**config.mk**
```make
export PLATFORM = sky130hd
export DESIGN_NAME = multi_flex_counter
export DESIGN_NICKNAME = d
export VERILOG_FILES = /design/src/rtl/flex_cnt_pkg.sv /design/src/rtl/flex_counter_ch.sv /design/src/rtl/multi_flex_counter.sv
export SDC_FILE = /design/constraint.sdc
export NUM_CORES = 1
export LEC_CHECK = 0
export BUFFER_PORTS_ARGS = -buffer_cell sky130_fd_sc_hd__buf_2
export CAP_MARGIN = 15
export CORE_ASPECT_RATIO = 0.9
export CORE_MARGIN = 4
export CORE_UTILIZATION = 35
export DETAILED_ROUTE_END_ITERATION = 8
export GPL_ROUTABILITY_DRIVEN = 0
export GPL_TIMING_DRIVEN = 0
export SETUP_SLACK_MARGIN = 0.1
export SYNTH_ARGS = -nofsm -noshare
export SYNTH_HDL_FRONTEND = slang
export SYNTH_SLANG_ARGS = --single-unit
```
**constraint.sdc**
```tcl
create_clock -name clk -period 4.2 [get_ports clk]
set_input_delay 0.42 -clock clk [delete_from_list [all_inputs] [get_ports clk]]
set_output_delay 0.42 -clock clk [all_outputs]
set_load 0.02 [all_outputs]
```
**src/rtl/flex_cnt_pkg.sv**
```systemverilog
// Shared constants and helpers for the flex counter family.
//
// Contents:
//   CNT_UP / CNT_DOWN    : values of the per-channel up_down input
//   MODE_WRAP / MODE_SAT : values of the per-channel sat_mode input
//   terminal_val()       : the terminal value T for a direction and rollover R
package flex_cnt_pkg;

  localparam logic CNT_UP    = 1'b1;
  localparam logic CNT_DOWN  = 1'b0;
  localparam logic MODE_WRAP = 1'b0;
  localparam logic MODE_SAT  = 1'b1;

  // Up-counting terminates at R and down-counting terminates at 1, because
  // the legal range is 1..R. Widths are at most 32 bits, so callers
  // zero-extend their operands to 32 bits.
  function automatic logic [31:0] terminal_val(input logic up, input logic [31:0] r);
    return (up == CNT_UP) ? r : 32'd1;
  endfunction

endpackage

```
**src/rtl/flex_counter_ch.sv**
```systemverilog
// A single flex counter channel.
//
// Ports:
//   clk, n_rst      : clock (rising edge) and asynchronous active-low reset
//   clear           : synchronous clear (highest priority)
//   load, load_val  : synchronous load of any value, including values above rval
//   en              : effective count enable (the cascade gating is done outside)
//   up              : 1 = count up, 0 = count down
//   sat             : 1 = saturate at the terminal value, 0 = wrap
//   rval            : rollover value R; R == 0 makes the channel inert
//   count           : registered count
//   flag            : registered, high while count equals the terminal value
//   wrap_pulse      : registered copy of wrap_evt, high for one cycle
//   wrap_evt        : combinational, high when this edge wraps the count
module flex_counter_ch
  import flex_cnt_pkg::*;
#(
  parameter int W = 4
) (
  input  logic         clk,
  input  logic         n_rst,
  input  logic         clear,
  input  logic         en,
  input  logic         up,
  input  logic         sat,
  input  logic         load,
  input  logic [W-1:0] load_val,
  input  logic [W-1:0] rval,
  output logic [W-1:0] count,
  output logic         flag,
  output logic         wrap_pulse,
  output logic         wrap_evt
);

  localparam logic [W-1:0] ONE = W'(1);

  logic [W-1:0] next_count;
  logic         next_flag;

  always_comb begin
    next_count = count;
    wrap_evt   = 1'b0;
    if (clear) begin
      next_count = '0;
    end else if (load) begin
      next_count = load_val;
    end else if (en && (rval != '0)) begin
      if (up == CNT_UP) begin
        // count >= R never increments, so the add cannot overflow.
        if (count < rval) begin
          next_count = count + ONE;
        end else if (sat == MODE_SAT) begin
          next_count = rval;
        end else begin
          next_count = ONE;
          wrap_evt   = 1'b1;
        end
      end else begin
        if ((count == '0) || (count > rval)) begin
          // Out-of-range start re-enters the range at the top, silently.
          next_count = rval;
        end else if (count == ONE) begin
          if (sat == MODE_WRAP) begin
            next_count = rval;
            wrap_evt   = 1'b1;
          end
        end else begin
          next_count = count - ONE;
        end
      end
    end
  end

  // Flag follows the next count so that flag and count update together.
  always_comb begin
    next_flag = 1'b0;
    if (!clear) begin
      next_flag = (32'(next_count) == terminal_val(up, 32'(rval))) && (rval != '0);
    end
  end

  always_ff @(posedge clk or negedge n_rst) begin
    if (!n_rst) begin
      count      <= '0;
      flag       <= 1'b0;
      wrap_pulse <= 1'b0;
    end else begin
      count      <= next_count;
      flag       <= next_flag;
      wrap_pulse <= wrap_evt;
    end
  end

endmodule

```
**src/rtl/multi_flex_counter.sv**
```systemverilog
// Multi-channel flex counter with optional ripple-carry cascade.
//
// Parameters:
//   NUM_CNT_BITS : width of each channel's count / load / rollover value
//   NUM_CH       : number of channels (1..8)
//   CASCADE      : 1 = channel i>0 advances only on channel i-1's wrap event
//
// Ports (all per-channel vectors are indexed by channel):
//   clk, n_rst    : clock (rising edge), asynchronous active-low reset
//   clear         : synchronous clear
//   count_enable  : count enable
//   up_down       : 1 = up, 0 = down
//   sat_mode      : 1 = saturate, 0 = wrap
//   load          : synchronous load strobe
//   load_val      : value loaded on load
//   rollover_val  : rollover value R
//   count_out     : registered count
//   rollover_flag : registered, high while count equals the terminal value
//   wrap_pulse    : registered one-cycle pulse following a wrap
module multi_flex_counter
  import flex_cnt_pkg::*;
#(
  parameter int NUM_CNT_BITS = 4,
  parameter int NUM_CH       = 2,
  parameter int CASCADE      = 0
) (
  input  logic                                 clk,
  input  logic                                 n_rst,
  input  logic [NUM_CH-1:0]                    clear,
  input  logic [NUM_CH-1:0]                    count_enable,
  input  logic [NUM_CH-1:0]                    up_down,
  input  logic [NUM_CH-1:0]                    sat_mode,
  input  logic [NUM_CH-1:0]                    load,
  input  logic [NUM_CH-1:0][NUM_CNT_BITS-1:0]  load_val,
  input  logic [NUM_CH-1:0][NUM_CNT_BITS-1:0]  rollover_val,
  output logic [NUM_CH-1:0][NUM_CNT_BITS-1:0]  count_out,
  output logic [NUM_CH-1:0]                    rollover_flag,
  output logic [NUM_CH-1:0]                    wrap_pulse
);

  localparam logic CASCADE_ON = (CASCADE != 0);

  for (genvar i = 0; i < NUM_CH; i++) begin : g_ch
    logic ch_en;
    logic ch_evt;

    if (i == 0) begin : g_first
      assign ch_en = count_enable[i];
    end else begin : g_next
      // The previous wrap event is combinational, so the whole chain
      // advances on a single edge.
      assign ch_en = count_enable[i] & (~CASCADE_ON | g_ch[i-1].ch_evt);
    end

    if (i == NUM_CH - 1) begin : g_last
      // The last channel's wrap event has no downstream consumer.
      logic evt_unused;
      assign evt_unused = ch_evt;
    end

    flex_counter_ch #(
      .W(NUM_CNT_BITS)
    ) u_ch (
      .clk        (clk),
      .n_rst      (n_rst),
      .clear      (clear[i]),
      .en         (ch_en),
      .up         (up_down[i]),
      .sat        (sat_mode[i]),
      .load       (load[i]),
      .load_val   (load_val[i]),
      .rval       (rollover_val[i]),
      .count      (count_out[i]),
      .flag       (rollover_flag[i]),
      .wrap_pulse (wrap_pulse[i]),
      .wrap_evt   (ch_evt)
    );
  end

endmodule

```
Word-level counts from Yosys, hierarchy flattened
Index checks and enable logic that the tools add are counted.
Operators by class
  divide/modulo/power cells: 0
  reduce and logical (&&, ||, !) cells: 10
  $mul: 0
  shifts and indexed selects: 0
  $add $sub $neg: 4
  equal/unequal tests: 4
  multiplexer cells: 38
  bitwise operators: 0
  order comparisons: 4
Operators with widths (number)
  4-bit 2-to-1 mux: 20
  4-bit by 32-bit equality test with 1-bit output: 2
  1-bit 2-to-1 mux: 18
  4-bit by 1-bit adder with 4-bit output (second input constant): 2
  4-bit by 1-bit equality test with 1-bit output (second input constant): 2
  4-bit > comparator: 2
  4-bit zero test: 2
  4-bit less-than comparator: 2
  4-bit nonzero test: 2
  4-bit by 1-bit subtractor with 4-bit output (second input constant): 2
  1-bit logical AND: 4
  1-bit logical OR: 2
Word-level totals
  word-level logic and storage cells: 66
  memory bits (read-only): 0
  latch bits: 0
  bits of input ports: 28
  output and inout port bits: 12
  bits in writable memories: 0
  flip-flop bits (word level): 12
  memories kept: 0

Depth between registers and ports, before layout
Gate-level depths: netlist (run 1).
  depth in word-level cells: 10
  depth in mapped cells: 12
  mapped depth without buffers: 11

Cells and area by module
Synthesis (run 1) repeated with hierarchy kept, for this count alone.
Second synthesis, totals
  cells, all modules: 268
  area, all modules: 1954.4 um^2
Modules (own cells, without submodules)
  flex_counter_ch: cells each 134, seq. area each 150.1 um^2, instances 2, area an instance 977.2 um^2

Least setup slack after synthesis (run 1)
OpenSTA, ideal clock, no wires.
  path kind: reg-to-reg
  from: register g_ch[0].u_ch.count[0]
  to: register g_ch[0].u_ch.flag
  slack: 1.268 ns
  stages on the path, launching flop included: 13
  data arrival time: 2.837 ns
  path buffers: 1
  setup time: 0.096 ns
  required time: 4.104 ns
  period minus slack after synthesis: 2.932 ns
  cells stage by stage: dfrtp_1 clkbuf_1 inv_1 ha_1 nand4_1 a22o_1 or2_4 or4_4 a41oi_2 a22o_1 and2_2 a221oi_2 nor4_2
On the way
  cells in the longest elaborated chain, start to end: 10
  elaborated cells between the ends (all ways): 18
  those cells by class: add/sub (2); order compare (2); eq/ne (2); mux (9); reduce/logical (3)
RTL lines
  start: declaration: RTL line flex_counter_ch.sv:29  | output logic [W-1:0] count,
  start signal: assignment: RTL line flex_counter_ch.sv:88  | count <= next_count;
  4-bit by 1-bit subtractor with 4-bit output, or another cell as far along: RTL line flex_counter_ch.sv:68  | next_count = count - ONE;
  4-bit 2-to-1 mux or 1-bit logical OR (tied branches): RTL line flex_counter_ch.sv:62, flex_counter_ch.sv:59
  4-bit 2-to-1 mux: RTL line flex_counter_ch.sv:59  | if ((count == '0) || (count > rval)) begin
  4-bit 2-to-1 mux *: RTL line flex_counter_ch.sv:48  | if (up == CNT_UP) begin
  4-bit 2-to-1 mux *: RTL line flex_counter_ch.sv:47  | end else if (en && (rval != '0)) begin
  4-bit 2-to-1 mux *: RTL line flex_counter_ch.sv:45  | end else if (load) begin
  4-bit 2-to-1 mux *: RTL line flex_counter_ch.sv:43  | if (clear) begin
  via g_ch[0].u_ch.next_count[3]: RTL line flex_counter_ch.sv:37  | logic [W-1:0] next_count;
  4-bit by 32-bit equality test with 1-bit output *: RTL line flex_counter_ch.sv:78  | next_flag = (32'(next_count) == terminal_val(up, 32'(rval))) && (rval != '0);
  1-bit logical AND *: RTL line flex_counter_ch.sv:78
  1-bit 2-to-1 mux *: RTL line flex_counter_ch.sv:77  | if (!clear) begin
  via g_ch[0].u_ch.next_flag: RTL line flex_counter_ch.sv:38  | logic next_flag;
  end signal: assignment: RTL line flex_counter_ch.sv:89  | flag <= next_flag;
  end: declaration: RTL line flex_counter_ch.sv:30  | output logic flag,
The timed path passes the listed nets; every way through them passes the cells marked *.

Worst setup path after layout (run 1)
Ends and elaborated chain as after synthesis.

==> results.rst, run 1 <==
.. list-table::
   :header-rows: 1

   * - Metric
     - Value
   * - Critical path buffers and inverters
     - 2
   * - EDFF count, synth
     - 0
   * - Number of buffers inserted by post-CTS setup repair
     - 0
   * - Cell breakdown of the critical path
     - clkbuf_1, inv_1, ha_1, nand4_1, a22o_1, nor3_1, nor3_1, o32ai_1, nand3_1, o22ai_1, a41oi_1, nor4_2
   * - Routed vias/inst
     - a little under 6
   * - Sinks on Clock Net
     - 12
   * - Clock slew seen by the registers of the worst setup and hold paths
     - roughly 50 ps
   * - Sequential fraction of the synthesis area
     - approximately 16%
   * - Final worst setup slack
     - roughly 860 ps
   * - Pwr/cell area
     - about 250 mW/mm^2
   * - Peak per-stage delay on the critical path
     - 560 ps
   * - Total CTS buffers
     - 3
   * - Area contributors post-synth
     - sky130_fd_sc_hd__dfrtp_1, sky130_fd_sc_hd__ha_1, sky130_fd_sc_hd__inv_1
   * - Number of remaining DRC errors
     - 0
   * - Synthesized area per cell
     - ~7.7 um^2
   * - Crit Path Max Fanout
     - 8
   * - Hold Violations, Final
     - 0
   * - Worst slack, placed
     - about 900 ps
   * - Number of antenna repair diodes
     - 0
   * - Chip Height
     - around 77 um
   * - Initial Utilization
     - 37.12%
   * - Maximum number of pins on one net before global-route repair
     - 13
   * - Count of hold buffers inserted by post-cts repair
     - 0
   * - RSZ-0062 raised after global routing
     - no
   * - Leading cell types in the layout, fill and taps excluded
     - sky130_fd_sc_hd__buf_2, sky130_fd_sc_hd__inv_1, sky130_fd_sc_hd__nand2_1
   * - Post-cts sizing count
     - 0
   * - Half-perimeter wire length of the detailed placement result
     - roughly 4200 um
   * - Final-layout fill cell count
     - 517
   * - Clock root buffer
     - sky130_fd_sc_hd__clkbuf_8
   * - Net total in the final layout
     - 323
   * - Syn. warnings
     - 0
   * - Global-route wire length before repair
     - between 8000 and 9000 um
   * - Utilization after layout
     - between 40% and 50%
   * - Final setup skew
     - approximately 4 ps
   * - Layout overhead on the synthesized area
     - 17.21%
   * - DRT Wirelength
     - approximately 5300 um
   * - Number of global-route vias before repair
     - about 1.8k
   * - Hold slack final
     - 49.60 ps
   * - Worst Path Class, Setup
     - flop to flop
   * - Async SR Flop Fraction
     - between 90% and 100%
   * - Reg2Reg Launch Point
     - g_ch[0].u_ch.count[0]
   * - Setup violation total in the final timing report
     - 0
   * - Critical path's slowest cell
     - sky130_fd_sc_hd__o32ai_1
   * - CORE AREA
     - ~0.0050 mm^2
   * - Total design power
     - roughly 530 uW
   * - Slew at the pin closest to its max-slew limit
     - 771.0 ps
   * - Rel. slew slack
     - a little under half
   * - Die area
     - around 0.0065 mm^2
   * - Cell repeated most along the worst path
     - sky130_fd_sc_hd__nor3_1
   * - Beginning of the critical path
     - g_ch[0].u_ch.count[0]
   * - Critical path data arrival time
     - between 3000 and 4000 ps
   * - Total routing resource utilization after global routing
     - between 10% and 20%
   * - Achievable Freq
     - 299.2 MHz
   * - Share of cells above drive strength 1
     - approximately 22%
   * - Die X-Extent
     - 84.41 um
   * - Count of cell types in the netlist
     - 67
   * - Drt first pass iters
     - 5
   * - Family with the most delay on the worst path
     - compound AO/OA/AOI/OAI gates
   * - Clock tree from TritonCTS
     - built
   * - Top-area cell type share of the netlist area
     - between 10% and 20%
   * - Sum of negative setup slack
     - 0 ps
   * - Drt wl/cell
     - roughly 15 um
   * - Outcome
     - finished clean
   * - Detailed-route via count
     - around 2.0k
   * - Total nets after synthesis
     - 282
   * - Number of cell rows
     - 24
   * - Nature of the critical path startpoint
     - flop
   * - Flip-flop cell with the highest count after synthesis
     - sky130_fd_sc_hd__dfrtp_1
   * - Kind of path behind the tightest hold check
     - input pin to async pin
   * - Clock network latency to the later pin of the worst-skew pair
     - about 240 ps
   * - Period Utilization, post-route
     - between 70% and 80%
   * - Number of antenna violations at the first check in global routing
     - 0
   * - H-tree depth
     - 1
   * - DRC violation total after the first TritonRoute iteration
     - ~150
   * - Number of instances in the synthesized netlist
     - between 200 and 250
   * - Post-Syn Area
     - ~0.0018 mm^2
   * - Reported leakage power
     - 0.001004 uW
   * - Post-route ant nets
     - 0
   * - Worst VDD drop
     - ~0.19 mV
   * - Minimum clock period
     - about 3300 ps
   * - Count of pins on the block boundary
     - 40
   * - Max-Cap Viols
     - 0
   * - Category of the worst setup path capture point
     - flop
   * - Flop and latch count out of synthesis
     - 12
   * - Count of pins over their slew limit
     - 0
   * - IO Port Bufs
     - 35
   * - Synth area leader
     - sky130_fd_sc_hd__dfrtp_1
   * - Remaining Overflow, GRT
     - 0
   * - Most frequent standard cell in the layout excluding fill and tap cells
     - sky130_fd_sc_hd__buf_2
   * - Clock buffer depth
     - 2
   * - Worst Path Required
     - between 4000 and 5000 ps
[area by class of cell]
class / count / area, um^2 / share of cell area, %
Sequential cell: 12 / 300.3 / 13.93
Timing Repair Buffer: 36 / 180.2 / 8.358
Inverter: 24 / 90.09 / 4.179
Tap cell: 65 / 81.33 / 3.772
Clock buffer: 4 / 55.05 / 2.554
Multi-Input combinational cell: 188 / 1378 / 63.90
Buffer: 14 / 71.32 / 3.308
[cells by family (layout without fill, tap and decap cells)]
kind of cell               count (synthesis)  after routing  synth area share, %
and+or+nand+nor                           84             84                24.83
AOI/OAI and AO/OA                         75             75                32.52
buffers and inverters                     38             78                8.776
DFF                                       12             12                16.33
muxes                                      5              5                2.857
adders and majority gates                 16             16                10.88
xor gates and xnor gates                   8              8                3.810
[Yosys cell counts, drive strengths merged, types with 2 or more instances]
master / n
o21a: 3
a22o: 3
clkbuf: 7
o311ai: 3
nand2b: 4
nor4b: 2
nand3: 10
o21ai: 10
buf: 7
nor2: 17
inv: 24
mux2: 2
a21o: 2
mux2i: 3
a31oi: 6
nor4: 5
ha: 16
a22oi: 2
o31ai: 3
o221ai: 2
nor3: 7
nand4: 4
o32ai: 2
o311a: 3
nor3b: 2
dfrtp: 12
a221oi: 6
o211ai: 3
nand2: 18
a21oi: 12
xnor2: 5
or2: 3
xor2: 3
nor2b: 4
a41oi: 3
[worst paths after layout]
check,slack [ps],cells after the start,to
min in group clk,400,2,g_ch[1].u_ch.wrap_pulse
hold reg to reg,880,4,g_ch[1].u_ch.count[3]
setup / recovery,860,12,g_ch[0].u_ch.flag
max in group asynchronous,3940,1,g_ch[0].u_ch.count[2]
hold / removal,50,1,g_ch[1].u_ch.count[2]
setup reg to reg,860,12,g_ch[0].u_ch.flag
[per-layer routing]
layer,share of wire (%),up-vias,GRT usage (%),routed length [um]
met3,7.2,2,3.215,378
li1,-,980,-,-
met1,53,934,25.31,2792
met4,0.27,0,1.266,14
met2,40,88,21.37,2082
met5,0,-,0,0
[power breakdown]
part | switching (uW) | internal [uW] | total, uW
Clock | 40.4 | 82.7 | 123
Combinational | 158 | 109 | 267
Sequential | 15.3 | 123 | 139
[stage by stage]
stage	instance area (um^2)	instances
6_report	2156	343
3_3_place_gp	2096	338
3_5_place_dp	2101	339
5_1_grt	2156	343
4_1_cts	2156	343
2_1_floorplan	1839	238
[state kept, by name, indices dropped and copies added, names as in the netlist]
name and cells:
g_ch.u_ch.wrap_pulse 2, g_ch.u_ch.flag 2, g_ch.u_ch.count 8
Power figures use the tool's default switching activity.
==> run 2, diff against run 1 <==
- clock period: 4.2 -> 3.28 ns (I/O delays scaled with it)
==> run 2 against run 1 <==
Net effect: largest power group unchanged; core utilization up 0.58 points; clock power is 28% higher; non-clock buffer count grew 1; wire length fell by 0.57%.
==> results.rst, run 2 (synthesized netlist as in run 1, its figures left out) <==
.. list-table::
   :header-rows: 1

   * - Metric
     - Value
   * - Outcome
     - finished clean
   * - FF+latch area
     - ~300 um^2
   * - Die area
     - approximately 0.0065 mm^2
   * - Clock root buffer
     - sky130_fd_sc_hd__clkbuf_8
   * - Worst slack, placed
     - -13.59 ps
   * - Number of cell rows
     - 24
   * - Total design power
     - about 680 uW
   * - Number of antenna violations at the first check in global routing
     - 0
   * - Count of pins on the block boundary
     - 40
   * - Slew at the pin closest to its max-slew limit
     - 760.4 ps
   * - IO Port Bufs
     - 35
   * - Hold Violations, Final
     - 0
   * - Most frequent standard cell in the layout excluding fill and tap cells
     - sky130_fd_sc_hd__buf_2
   * - Worst Hold Path EP
     - g_ch[1].u_ch.wrap_pulse
   * - RSZ-0062 raised after global routing
     - yes
   * - Net total in the final layout
     - 324
   * - Capture point of the worst reg-to-reg path
     - g_ch[1].u_ch.flag
   * - Final-layout fill cell count
     - 515
   * - Minimum clock period
     - 3096 ps
   * - Share of cells above drive strength 1
     - between 20% and 30%
   * - Number of antenna repair diodes
     - 0
   * - Drt first pass iters
     - 4
   * - Worst VDD drop
     - ~0.24 mV
   * - Reg2Reg Launch Point
     - g_ch[1].u_ch.count[0]
   * - Maximum number of pins on one net before global-route repair
     - 13
   * - Total CTS buffers
     - 3
   * - Achievable Freq
     - 323.0 MHz
   * - Remaining Overflow, GRT
     - 0
   * - Layout overhead on the synthesized area
     - 18.78%
   * - Chip Height
     - 76.77 um
   * - Max-Cap Viols
     - 0
   * - Top reg by flops
     - g_ch.u_ch.count
   * - Number of buffers inserted by post-CTS setup repair
     - 0
   * - Total routing resource utilization after global routing
     - 15.55%
   * - Clock network latency to the later pin of the worst-skew pair
     - 240 ps
   * - Kind of path behind the tightest hold check
     - input pin to flop
   * - Max reg flops
     - 8
   * - Worst Min Path Start
     - sat_mode[1]
   * - Half-perimeter wire length of the detailed placement result
     - 4202 um
   * - Routed vias/inst
     - 5.738
   * - Clock tree from TritonCTS
     - built
   * - Critical path data arrival time
     - ~3300 ps
   * - Final setup skew
     - approximately 3.9 ps
   * - Initial Utilization
     - between 30% and 40%
   * - Post-route ant nets
     - 0
   * - Global-route wire length before repair
     - between 8000 and 9000 um
   * - Cell depth of the worst flop-to-flop path
     - 11
   * - Number of global-route vias before repair
     - 1791
   * - H-tree depth
     - 1
   * - Sinks on Clock Net
     - 12
   * - Reported leakage power
     - between 0.001 and 0.0015 uW
   * - Final worst setup slack
     - between 150 and 200 ps
   * - CORE AREA
     - 0.004955 mm^2
   * - Die X-Extent
     - roughly 84 um
   * - Count of pins over their slew limit
     - 0
   * - Category of the worst setup path capture point
     - flop
   * - Clock slew seen by the registers of the worst setup and hold paths
     - roughly 50 ps
   * - DRT Wirelength
     - roughly 5200 um
   * - Number of instances on the worst hold path
     - 2
   * - Clock buffer depth
     - 2
   * - Crit Path Max Fanout
     - 11
   * - Period Utilization, post-route
     - 94.39%
   * - Drt wl/cell
     - about 15 um
   * - Worst Path Class, Setup
     - flop to flop
   * - Cell area after placement
     - about 0.0021 mm^2
   * - Final instance area
     - approximately 0.0022 mm^2
   * - Registers with the highest flip-flop counts
     - g_ch.u_ch.count: 8 flops, g_ch.u_ch.flag: 2 flops, g_ch.u_ch.wrap_pulse: 2 flops
   * - Setup violation total in the final timing report
     - 0
   * - Nature of the critical path startpoint
     - flop
   * - Rel. slew slack
     - between 40 and 50%
   * - Pwr/cell area
     - 311.8 mW/mm^2
   * - DRC violation total after the first TritonRoute iteration
     - about 130
   * - Slack of the worst reg-to-reg path
     - 180 ps
   * - Leading cell types in the layout, fill and taps excluded
     - sky130_fd_sc_hd__buf_2, sky130_fd_sc_hd__inv_1, sky130_fd_sc_hd__nand2_1
   * - Multi-input gate area in the final layout
     - 0.001390 mm^2
   * - Worst Path Required
     - between 3000 and 4000 ps
   * - Detailed-route via count
     - around 2k
   * - Number of remaining DRC errors
     - 0
run 2: cell type report:
cell class / count / area share, %
plain buffers: 14 / 3.436
flip-flops and latches: 12 / 13.86
repair buffers: 37 / 8.706
multi-input cells: 188 / 63.63
clock buffers: 4 / 2.520
inverters: 24 / 4.124
well taps: 65 / 3.723
run 2: worst max path at each step:
stage | start | slack [ps] | end
3_5_place_dp | g_ch[0].u_ch.count[0] | -10 | g_ch[0].u_ch.flag
4_1_cts | g_ch[0].u_ch.count[0] | 140 | g_ch[0].u_ch.flag
2_1_floorplan | g_ch[0].u_ch.count[0] | 350 | g_ch[0].u_ch.flag
3_3_place_gp | g_ch[0].u_ch.count[0] | -50 | g_ch[0].u_ch.flag
6_report | g_ch[1].u_ch.count[0] | 180 | g_ch[1].u_ch.flag
5_1_grt | g_ch[1].u_ch.count[0] | 40 | g_ch[1].u_ch.flag
run 2: report_power, final:
| part | internal (uW) | switching [uW] |
|---|---|---|
| combinational | 143 | 203 |
| sequential | 158 | 19.7 |
| clock | 106 | 51.7 |
| total | 407 | 274 |
run 2: repair_timing:
action                                 in CTS  in global routing
resized for setup                           2                  5
hold buffers                                1                  0
setup endpoints to repair                   1                  2
endpoints found under the hold margin      12                  0
pin swaps                                   0                  0
run 2: stage by stage:
step | hold WS [ps] | instances | util, % | setup TNS (ps)
finish | 310.7 | 344 | 44.09 | 0
global route | 308.2 | 344 | 44.09 | 0
CTS | 299.1 | 344 | 43.89 | 0
detailed placement | 217.0 | 339 | 42.40 | -13.59
global placement | 220.0 | 338 | 42.30 | -49.84
floorplan | 32.41 | 238 | - | 0
run 2: worst max-delay path, cell delays in order, from the launching register on:
cell and delay, ps:
sky130_fd_sc_hd__dfrtp_1 560, sky130_fd_sc_hd__inv_1 150, sky130_fd_sc_hd__ha_1 320, sky130_fd_sc_hd__nand4_1 120
sky130_fd_sc_hd__a22oi_2 200, sky130_fd_sc_hd__nand2_1 180, sky130_fd_sc_hd__or4b_1 520, sky130_fd_sc_hd__o311a_2 160
sky130_fd_sc_hd__a221oi_4 310, sky130_fd_sc_hd__xnor2_1 160, sky130_fd_sc_hd__nand4_1 120, sky130_fd_sc_hd__a22oi_1 200
run 2: routing by layer:
metal	part of all wire (%)	up-vias	track usage, %
met5	0	-	0
met2	40	75	21.37
met4	0.40	0	1.266
met3	7.8	4	3.215
li1	-	981	-
met1	52	914	25.24
==> run 3, diff against run 2 <==
- CELL_PAD_IN_SITES_DETAIL_PLACEMENT: unset -> 1
- CELL_PAD_IN_SITES_GLOBAL_PLACEMENT: unset -> 2
- CORE_ASPECT_RATIO: 0.9 -> unset
- CORE_UTILIZATION: 35 -> 31
- PLACE_DENSITY_LB_ADDON: unset -> 0.1
==> run 3 against run 2 <==
Net effect: final cell count increased by 2.0%; largest power group unchanged; worst setup slack improved by 62 ps; combinational power increased by 6.6%; non-clock buffer count unchanged; largest cell class unchanged; design area increased by 2.2%; highest routed layer is now met3.
==> results.rst, run 3 (synthesized netlist as in run 1, its figures left out) <==
.. list-table::
   :header-rows: 1

   * - Metric
     - Value
   * - Outcome
     - finished clean
   * - Clock tree from TritonCTS
     - built
   * - Total CTS buffers
     - 3
   * - Slew at the pin closest to its max-slew limit
     - ~900 ps
   * - Reported leakage power
     - roughly 0.0010 uW
   * - Worst VDD drop
     - around 0.27 mV
   * - Minimum clock period
     - around 3000 ps
   * - Maximum number of pins on one net before global-route repair
     - 13
   * - Half-perimeter wire length of the detailed placement result
     - 5113 um
   * - Final-layout fill cell count
     - between 700 and 800
   * - Achievable Freq
     - between 300 and 400 MHz
   * - Pwr/cell area
     - about 320 mW/mm^2
   * - Chip Height
     - 85.03 um
   * - Net total in the final layout
     - between 300 and 400
   * - Clock slew seen by the registers of the worst setup and hold paths
     - roughly 60 ps
   * - Met2 Usage GRT
     - 24.15%
   * - Rel. slew slack
     - a little under two fifths
   * - Final setup skew
     - 7.876 ps
   * - Top reg by flops
     - g_ch.u_ch.count
   * - Number of cell rows
     - 27
   * - Clock network latency to the later pin of the worst-skew pair
     - approximately 250 ps
   * - Most frequent standard cell in the layout excluding fill and tap cells
     - sky130_fd_sc_hd__buf_2
   * - Switching pwr
     - ~300 uW
   * - Post-route ant nets
     - 0
   * - Count of pins over their slew limit
     - 0
   * - Share of total power in sequential cells
     - 25.2%
   * - Max-Cap Viols
     - 0
   * - Kind of path behind the tightest hold check
     - input pin to flop
   * - Hold Violations, Final
     - 0
   * - Initial Utilization
     - roughly 33%
   * - Detailed-route via count
     - 1985
   * - Sw frac
     - a little over two fifths
   * - Period Utilization, post-route
     - roughly 93%
   * - Total routing resource utilization after global routing
     - 17.61%
   * - Met3 capacity usage during global routing
     - under 10%
   * - Layer carrying the most global-route usage
     - met1
   * - Number of remaining DRC errors
     - 0
   * - Cell-internal power
     - between 400 and 500 uW
   * - IO Port Bufs
     - 35
   * - Remaining Overflow, GRT
     - 0
   * - Layout overhead on the synthesized area
     - 21.36%
   * - Share of cells above drive strength 1
     - 27.24%
   * - CORE AREA
     - between 0.005 and 0.006 mm^2
   * - Number of antenna violations at the first check in global routing
     - 0
   * - Met1 usage
     - between 20 and 30%
   * - Leading cell types in the layout, fill and taps excluded
     - sky130_fd_sc_hd__buf_2, sky130_fd_sc_hd__inv_1, sky130_fd_sc_hd__nand2_1, sky130_fd_sc_hd__nor2_1, sky130_fd_sc_hd__ha_1
   * - Drt wl/cell
     - around 18 um
   * - DRC violation total after the first TritonRoute iteration
     - 90
   * - Sinks on Clock Net
     - 12
   * - Die area
     - slightly above 0.007 mm^2
   * - Critical path data arrival time
     - between 3000 and 4000 ps
   * - Crit Path Max Fanout
     - 9
   * - Multi-input gate area in the final layout
     - 0.001418 mm^2
   * - Sum of negative setup slack
     - 0 ps
   * - Worst Path Class, Setup
     - flop to flop
   * - Nature of the critical path startpoint
     - flop
   * - Number of global-route vias before repair
     - 1935
   * - Worst Path Required
     - 3420 ps
   * - Worst slack, placed
     - -127.1 ps
   * - RSZ-0062 raised after global routing
     - yes
   * - Die X-Extent
     - approximately 85 um
   * - Category of the worst setup path capture point
     - flop
   * - Fraction of power consumed by combinational cells
     - 51.7%
   * - Max reg flops
     - 8
   * - Global-route wire length before repair
     - ~10000 um
   * - H-tree depth
     - 1
   * - Final worst setup slack
     - approximately 250 ps
   * - Clock root buffer
     - sky130_fd_sc_hd__clkbuf_8
   * - FF+latch area
     - roughly 300 um^2
   * - Setup violation total in the final timing report
     - 0
   * - Routed vias/inst
     - approximately 5.7
   * - Clock buffer depth
     - 2
   * - DRT Wirelength
     - 6320 um
   * - Utilization after layout
     - 39.57%
   * - Clock group share of total power
     - ~23%
   * - Number of antenna repair diodes
     - 0
   * - Registers with the highest flip-flop counts
     - g_ch.u_ch.count: 8 flops, g_ch.u_ch.flag: 2 flops, g_ch.u_ch.wrap_pulse: 2 flops
   * - Hold slack final
     - roughly 310 ps
   * - Drt first pass iters
     - 4
   * - Count of pins on the block boundary
     - 40
==> run 3: cell count changes in the layout (fill, tap and decap cells not counted), sizes merged <==
cell	delta
buf	+1
clkbuf	-1
==> run 3: critical path, cell delays in order, from the launching register on <==
cell,delay (ps)
sky130_fd_sc_hd__dfrtp_2,470
sky130_fd_sc_hd__ha_2,350
sky130_fd_sc_hd__a21o_1,230
sky130_fd_sc_hd__a22o_1,260
sky130_fd_sc_hd__or2_4,300
sky130_fd_sc_hd__or4_4,530
sky130_fd_sc_hd__a41oi_2,260
sky130_fd_sc_hd__a22o_1,180
sky130_fd_sc_hd__and2_2,160
sky130_fd_sc_hd__a221oi_2,40
sky130_fd_sc_hd__nor4_2,140
==> run 3: power groups by stage <==
stage / clock (uW) / combinational [uW] / sequential (uW)
6_report: 165 / 369 / 180
5_1_grt: 179 / 408 / 183
4_1_cts: 170 / 357 / 178
3_5_place_dp: 0 / 352 / 180
3_3_place_gp: 0 / 350 / 181
2_1_floorplan: 0 / 237 / 184
==> run 3: timing repair <==
item                                    4_1_cts  5_1_grt
resized for setup                             3       14
endpoints found under the setup margin        1        2
pin swaps                                     0        2
setup buffers                                 0        1
hold buffers                                  1        0
endpoints found under the hold margin        12        0
==> run 3: path summary, 6_finish.rpt <==
kind	start	to	slack, ps	cells after the start
min	sat_mode[1]	g_ch[1].u_ch.wrap_pulse	310	2
max	g_ch[0].u_ch.count[3]	g_ch[0].u_ch.flag	250	10
min reg2reg	g_ch[1].u_ch.count[3]	g_ch[1].u_ch.count[3]	810	4
max reg2reg	g_ch[0].u_ch.count[3]	g_ch[0].u_ch.flag	250	10
min in group asynchronous	n_rst	g_ch[1].u_ch.wrap_pulse	490	2
max in group asynchronous	n_rst	g_ch[1].u_ch.count[0]	2530	2
==> run 3: layer usage <==
layer / wire length, um / vias up / part of all wire [%]
met5: 0 / - / 0
met4: 0 / 0 / 0
met3: 356 / 0 / 5.6
met2: 2510 / 51 / 40
met1: 3452 / 952 / 55
li1: - / 982 / -
==> run 3: area by class of cell <==
class | count | area share, %
Sequential cell | 12 | 13.79
Multi-Input combinational cell | 188 | 63.51
Inverter | 24 | 4.036
Buffer | 14 | 3.531
Clock buffer | 4 | 2.466
Tap cell | 72 | 4.036
Timing Repair Buffer | 37 | 8.632
==> run 3: per-stage QoR <==
stage | std cells | instance area (um^2) | power [uW]
floorplan | 238 | 1839 | 421.1
global placement | 345 | 2105 | 531.1
detailed placement | 345 | 2112 | 532.1
CTS | 350 | 2188 | 705.3
global route | 351 | 2232 | 769.6
finish | 351 | 2232 | 713.4
